## src/rtl/event_capture_ctrl.sv

```systemverilog
// rtl/event_capture_ctrl.sv - trigger-edge event capture into a 256x16 ring buffer with frozen readout
module event_capture_ctrl (
    input  logic        CLK,
    input  logic        RESET,
    input  logic        TRIGGER_ACTIVE,
    input  logic        READ_MODE,
    input  logic        CLEAR,
    input  logic [15:0] TOT_SHORT,
    input  logic [15:0] TOT_LONG,
    input  logic        RD_REQ,
    output logic        RD_VALID,
    output logic [15:0] RD_DATA,
    output logic [6:0]  EVENT_COUNT,
    output logic [15:0] DROP_COUNT,
    output logic        FULL,
    output logic        EMPTY
);

    typedef enum logic [2:0] {
        S_IDLE,
        S_W0,
        S_W1,
        S_W2,
        S_W3
    } state_t;

    state_t state, state_next;

    logic [15:0] timestamp;
    logic [15:0] event_index;
    logic [15:0] lat_index, lat_ts, lat_tot_short, lat_tot_long;
    logic        trig_q;
    logic [7:0]  wr_ptr, rd_ptr, rd_addr_q;
    logic        rd_pend;
    logic [15:0] mem [0:255];

    logic        trig_edge, capture, drop, rd_accept, wr_en, rec_done;
    logic [15:0] wr_word;

    assign trig_edge = TRIGGER_ACTIVE & ~trig_q;
    assign capture   = trig_edge & ~READ_MODE & ~FULL & (state == S_IDLE) & ~CLEAR;
    assign drop      = trig_edge & ~READ_MODE & (FULL | (state != S_IDLE)) & ~CLEAR;
    assign rd_accept = RD_REQ & READ_MODE & (state == S_IDLE) & ~EMPTY & ~CLEAR;
    assign rec_done  = wr_en & (state == S_W3);

    assign FULL  = (EVENT_COUNT == 7'd64);
    // The pointers also meet when all 64 records are stored; that case is full, not empty.
    assign EMPTY = (rd_ptr == wr_ptr) & ~FULL;

    always_ff @(posedge CLK) begin
        if (RESET) begin
            state <= S_IDLE;
        end else begin
            state <= state_next;
        end
    end

    always_comb begin
        state_next = state;
        wr_en      = 1'b0;
        wr_word    = lat_index;
        case (state)
            S_IDLE: if (capture) state_next = S_W0;
            S_W0: begin
                wr_en      = 1'b1;
                wr_word    = lat_index;
                state_next = S_W1;
            end
            S_W1: begin
                wr_en      = 1'b1;
                wr_word    = lat_ts;
                state_next = S_W2;
            end
            S_W2: begin
                wr_en      = 1'b1;
                wr_word    = lat_tot_short;
                state_next = S_W3;
            end
            S_W3: begin
                wr_en      = 1'b1;
                wr_word    = lat_tot_long;
                state_next = S_IDLE;
            end
            default: state_next = S_IDLE;
        endcase
        if (CLEAR) begin
            state_next = S_IDLE;
            wr_en      = 1'b0;
        end
    end

    always_ff @(posedge CLK) begin
        if (wr_en) begin
            mem[wr_ptr] <= wr_word;
        end
    end

    always_ff @(posedge CLK) begin
        if (RESET) begin
            timestamp     <= 16'd0;
            event_index   <= 16'd0;
            lat_index     <= 16'd0;
            lat_ts        <= 16'd0;
            lat_tot_short <= 16'd0;
            lat_tot_long  <= 16'd0;
            trig_q        <= 1'b0;
            wr_ptr        <= 8'd0;
            rd_ptr        <= 8'd0;
            rd_addr_q     <= 8'd0;
            rd_pend       <= 1'b0;
            RD_VALID      <= 1'b0;
            RD_DATA       <= 16'd0;
            EVENT_COUNT   <= 7'd0;
            DROP_COUNT    <= 16'd0;
        end else begin
            timestamp <= timestamp + 16'd1;
            trig_q    <= TRIGGER_ACTIVE;

            if (capture) begin
                lat_index     <= event_index;
                lat_ts        <= timestamp;
                lat_tot_short <= TOT_SHORT;
                lat_tot_long  <= TOT_LONG;
            end

            if (wr_en) begin
                wr_ptr <= wr_ptr + 8'd1;
            end
            if (rec_done) begin
                event_index <= event_index + 16'd1;
            end

            // Two-stage read: address register, then registered RAM output.
            rd_pend <= rd_accept;
            if (rd_accept) begin
                rd_addr_q <= rd_ptr;
                rd_ptr    <= rd_ptr + 8'd1;
            end
            RD_VALID <= rd_pend;
            if (rd_pend) begin
                RD_DATA <= mem[rd_addr_q];
            end

            // Writes happen only outside IDLE and reads only in IDLE, so these never coincide.
            if (rec_done) begin
                EVENT_COUNT <= EVENT_COUNT + 7'd1;
            end else if (rd_accept && (rd_ptr[1:0] == 2'd3)) begin
                EVENT_COUNT <= EVENT_COUNT - 7'd1;
            end

            if (drop && (DROP_COUNT != 16'hFFFF)) begin
                DROP_COUNT <= DROP_COUNT + 16'd1;
            end

            if (CLEAR) begin
                wr_ptr      <= 8'd0;
                rd_ptr      <= 8'd0;
                rd_pend     <= 1'b0;
                RD_VALID    <= 1'b0;
                EVENT_COUNT <= 7'd0;
                DROP_COUNT  <= 16'd0;
            end
        end
    end

endmodule
```

## config.mk

```make
export PLATFORM = sky130hd
export DESIGN_NAME = event_capture_ctrl
export DESIGN_NICKNAME = d
export VERILOG_FILES = /design/src/rtl/event_capture_ctrl.sv
export SDC_FILE = /design/constraint.sdc
export NUM_CORES = 2
export LEC_CHECK = 0
export BUFFER_PORTS_ARGS = -buffer_cell sky130_fd_sc_hd__buf_2
export CORE_ASPECT_RATIO = 1.1
export CORE_MARGIN = 5
export CORE_UTILIZATION = 25
export DETAILED_ROUTE_END_ITERATION = 6
export PLACE_DENSITY = 0.44
export SLEW_MARGIN = 10
export SYNTH_ARGS = -nofsm -noshare
export SYNTH_HDL_FRONTEND = slang
export SYNTH_SLANG_ARGS = --single-unit
```

## constraint.sdc

```tcl
create_clock -name CLK -period 19.6 [get_ports CLK]
set_input_delay 5.88 -clock CLK [delete_from_list [all_inputs] [get_ports CLK]]
set_output_delay 5.88 -clock CLK [all_outputs]
set_load 0.005 [all_outputs]
```

==> metrics <==
number of cell rows 312; global-route wire length before repair 724900 um; clock buffer depth 4; Worst Tran Pin Value 1435 ps; layout cell share with drive strength beyond 1 0.2262; Core Area 657000 um2; sink count of the clock tree 4261; CP peak stage delay 790 ps; CTS H-tree depth 5; Setup TNS Final 0 ps; CTS resizes 0; GRT overflow 0; synth warn 0; drt total wl 530300 um; multi-input combinational cell area 36170 um2; Final Instance Area 191400 um2; Final Hold Viols 0; fmax 114.1 MHz; clk slew on worst S/H paths 60 ps; Die H 861.7 um; die width 784.2 um; Leakage 61.96 nW; total CTS buffers 454; vias in the first global route 86330; Fillers 64310; setup repair after global routing missed its margin no; critical path capture point type primary output; Hold-fix buffers, CTS 0; Die Footprint 675800 um2; biggest area consumer among synthesized cells edfxtp_1; Netlist cell types 80; cell area power density 96.14 nW/um2; EDFF count, synth 4096; CP Buf/Inv Count 2; pins over their slew limit 0; Yosys reg bits 4261; Tcrit/Tclk final 0.4473; Starting Density 0.2509; sequential area share after synthesis 0.7662; drt wl/cell 29.75 um; top area cells in the synthesized netlist edfxtp_1 (75%), mux4_2 (9.9%), mux2i_1 (3.9%), dfxtp_1 (2.0%), nand2_1 (0.91%); Post-DRT Antenna Nets 0; # Max-Cap Violations 0; Mapped Cells 8266; IO Port Bufs 79; worst hold path class reg2reg; VDD IR max 0.07234 mV; Synth Cell Area 164800 um2; vias per cell 4.729; Ports 80; Tmin final 8767 ps; Synth Area per Inst 19.94 um2; Placed Instance Area 176700 um2; Power Total 18.40 mW; latest clock arrival within the worst-skew pair 1090 ps; most frequent cell after synthesis edfxtp_1; Async S/R FF share, synth 0; DP Wirelength 328200 um; Setup Buffers After CTS 0; top post-synthesis cells by count edfxtp_1 (4096), mux4_2 (723), mux2i_1 (646); status finished clean; DRT iter0 DRCs 8927; Crit Path Category reg2out; slowest library cell on the worst path dfxtp_1; largest net degree at the start of global routing 152; critical-path cell list xor2_1, nor4_2, buf_4, and3_1, buf_2; Worst Clk Skew 93.71 ps; CP max FO 6; critical path's top delay family flip-flops; net count after synthesis 8319; Worst Path Required 13720 ps; # DRC 0; Total GRT Usage 0.1525; Final GP Congestion 0.8296; WP data arrival 2890 ps; final setup vio count 0; clk root buf clkbuf_16; NumNets Final 8684; main flop type after synthesis edfxtp_1; max_slew headroom 0.03444; initial antenna violation count 36; Area growth syn-to-layout 16.09%; CTS tree yes; Pre-Repair DR Iteration Count 6; Synth top area share 0.7461; Via Count 84310; Setup crit start kind register; register area 126300 um2
==> path summary, 6_finish.rpt <==
check	startpoint	to	slack, ps	depth (start not counted)
max	rd_ptr[2]	EMPTY	10830	5
min	lat_ts[0]	lat_ts[0]	460	2
min reg2reg	lat_ts[0]	lat_ts[0]	460	2
max reg2reg	rd_addr_q[1]	RD_DATA[4]	12670	12
==> layout by cell type, fill, tap and decap left out, drive strengths merged, types with 46 or more instances in the layout <==
cell type     n
a2111oi      48
a211oi       59
a21oi       200
a22oi        91
buf         408
clkbuf      557
clkinv      219
dfxtp       165
edfxtp     4096
mux2i       646
mux4        741
nand2       400
nand3        76
nor2        373
nor3         56
o21ai        82
o221ai      107
o22ai       215
xor2         46
==> state kept, by name, summed over array words and instances (netlist names), 7 cells and up <==
signal / cells
EVENT_COUNT: 7
mem: 4096
RD_DATA: 16
timestamp: 16
rd_ptr: 8
lat_tot_short: 16
rd_addr_q: 8
event_index: 16
lat_tot_long: 16
lat_ts: 16
DROP_COUNT: 16
lat_index: 16
wr_ptr: 8
==> metal layers <==
metal	part of all wire	vias up	global-route usage	wire length [um]
li1	-	34910	-	-
met1	0.42	45760	0.2021	222100
met4	0.036	2	0.05012	18850
met5	0.000026	-	0	14
met2	0.49	2963	0.2566	258600
met3	0.058	681	0.02269	30780
==> layout make-up <==
type | instances | share of cell area
multi-input combinational | 3491 | 0.1890
antenna | 16 | 0.0002092
inverter | 15 | 0.0003334
clock buffer | 557 | 0.06212
sequential | 4261 | 0.6600
tap | 8792 | 0.05748
clock inverter | 288 | 0.01457
timing repair buffer | 408 | 0.01625
==> logic make-up after synthesis <==
kind of cell,Yosys count,synth area share
buffers and inverters,514,0.01960
AO/OA/AOI/OAI,953,0.03986
flip-flops,4261,0.7662
XOR/XNOR,66,0.003507
multiplexers,1400,0.1418
adder cells (fa/ha/maj),15,0.001184
AND/OR/NAND/NOR,1057,0.02793
==> worst min-delay path: cells and delay by family (launching register included) <==
family | cells | cell delay [ps]
AND/OR/NAND/NOR | 1 | 50
flip-flops | 1 | 310
AO/OA/AOI/OAI | 1 | 50
==> report_power, final <==
part / switching [mW] / leakage [nW] / internal [mW]
logic: 0.0431 / 10.5 / 0.00839
clock network: 3.65 / 7.13 / 4.85
registers: 0.00270 / 44.3 / 9.84
==> through the flow <==
step                setup WS (ps)  hold slack (ps)  utilization  std cells
CTS                         10890            464.0       0.2912      17810
detailed placement          10280            455.5       0.2689      16970
global route                10800            480.6       0.2913      17820
global placement            10280            445.8       0.2688      16960
floorplan                    9366            425.8            -       8266
finish                      10830            461.3       0.2913      17830
No activity file was read; power rests on OpenSTA's default activity.
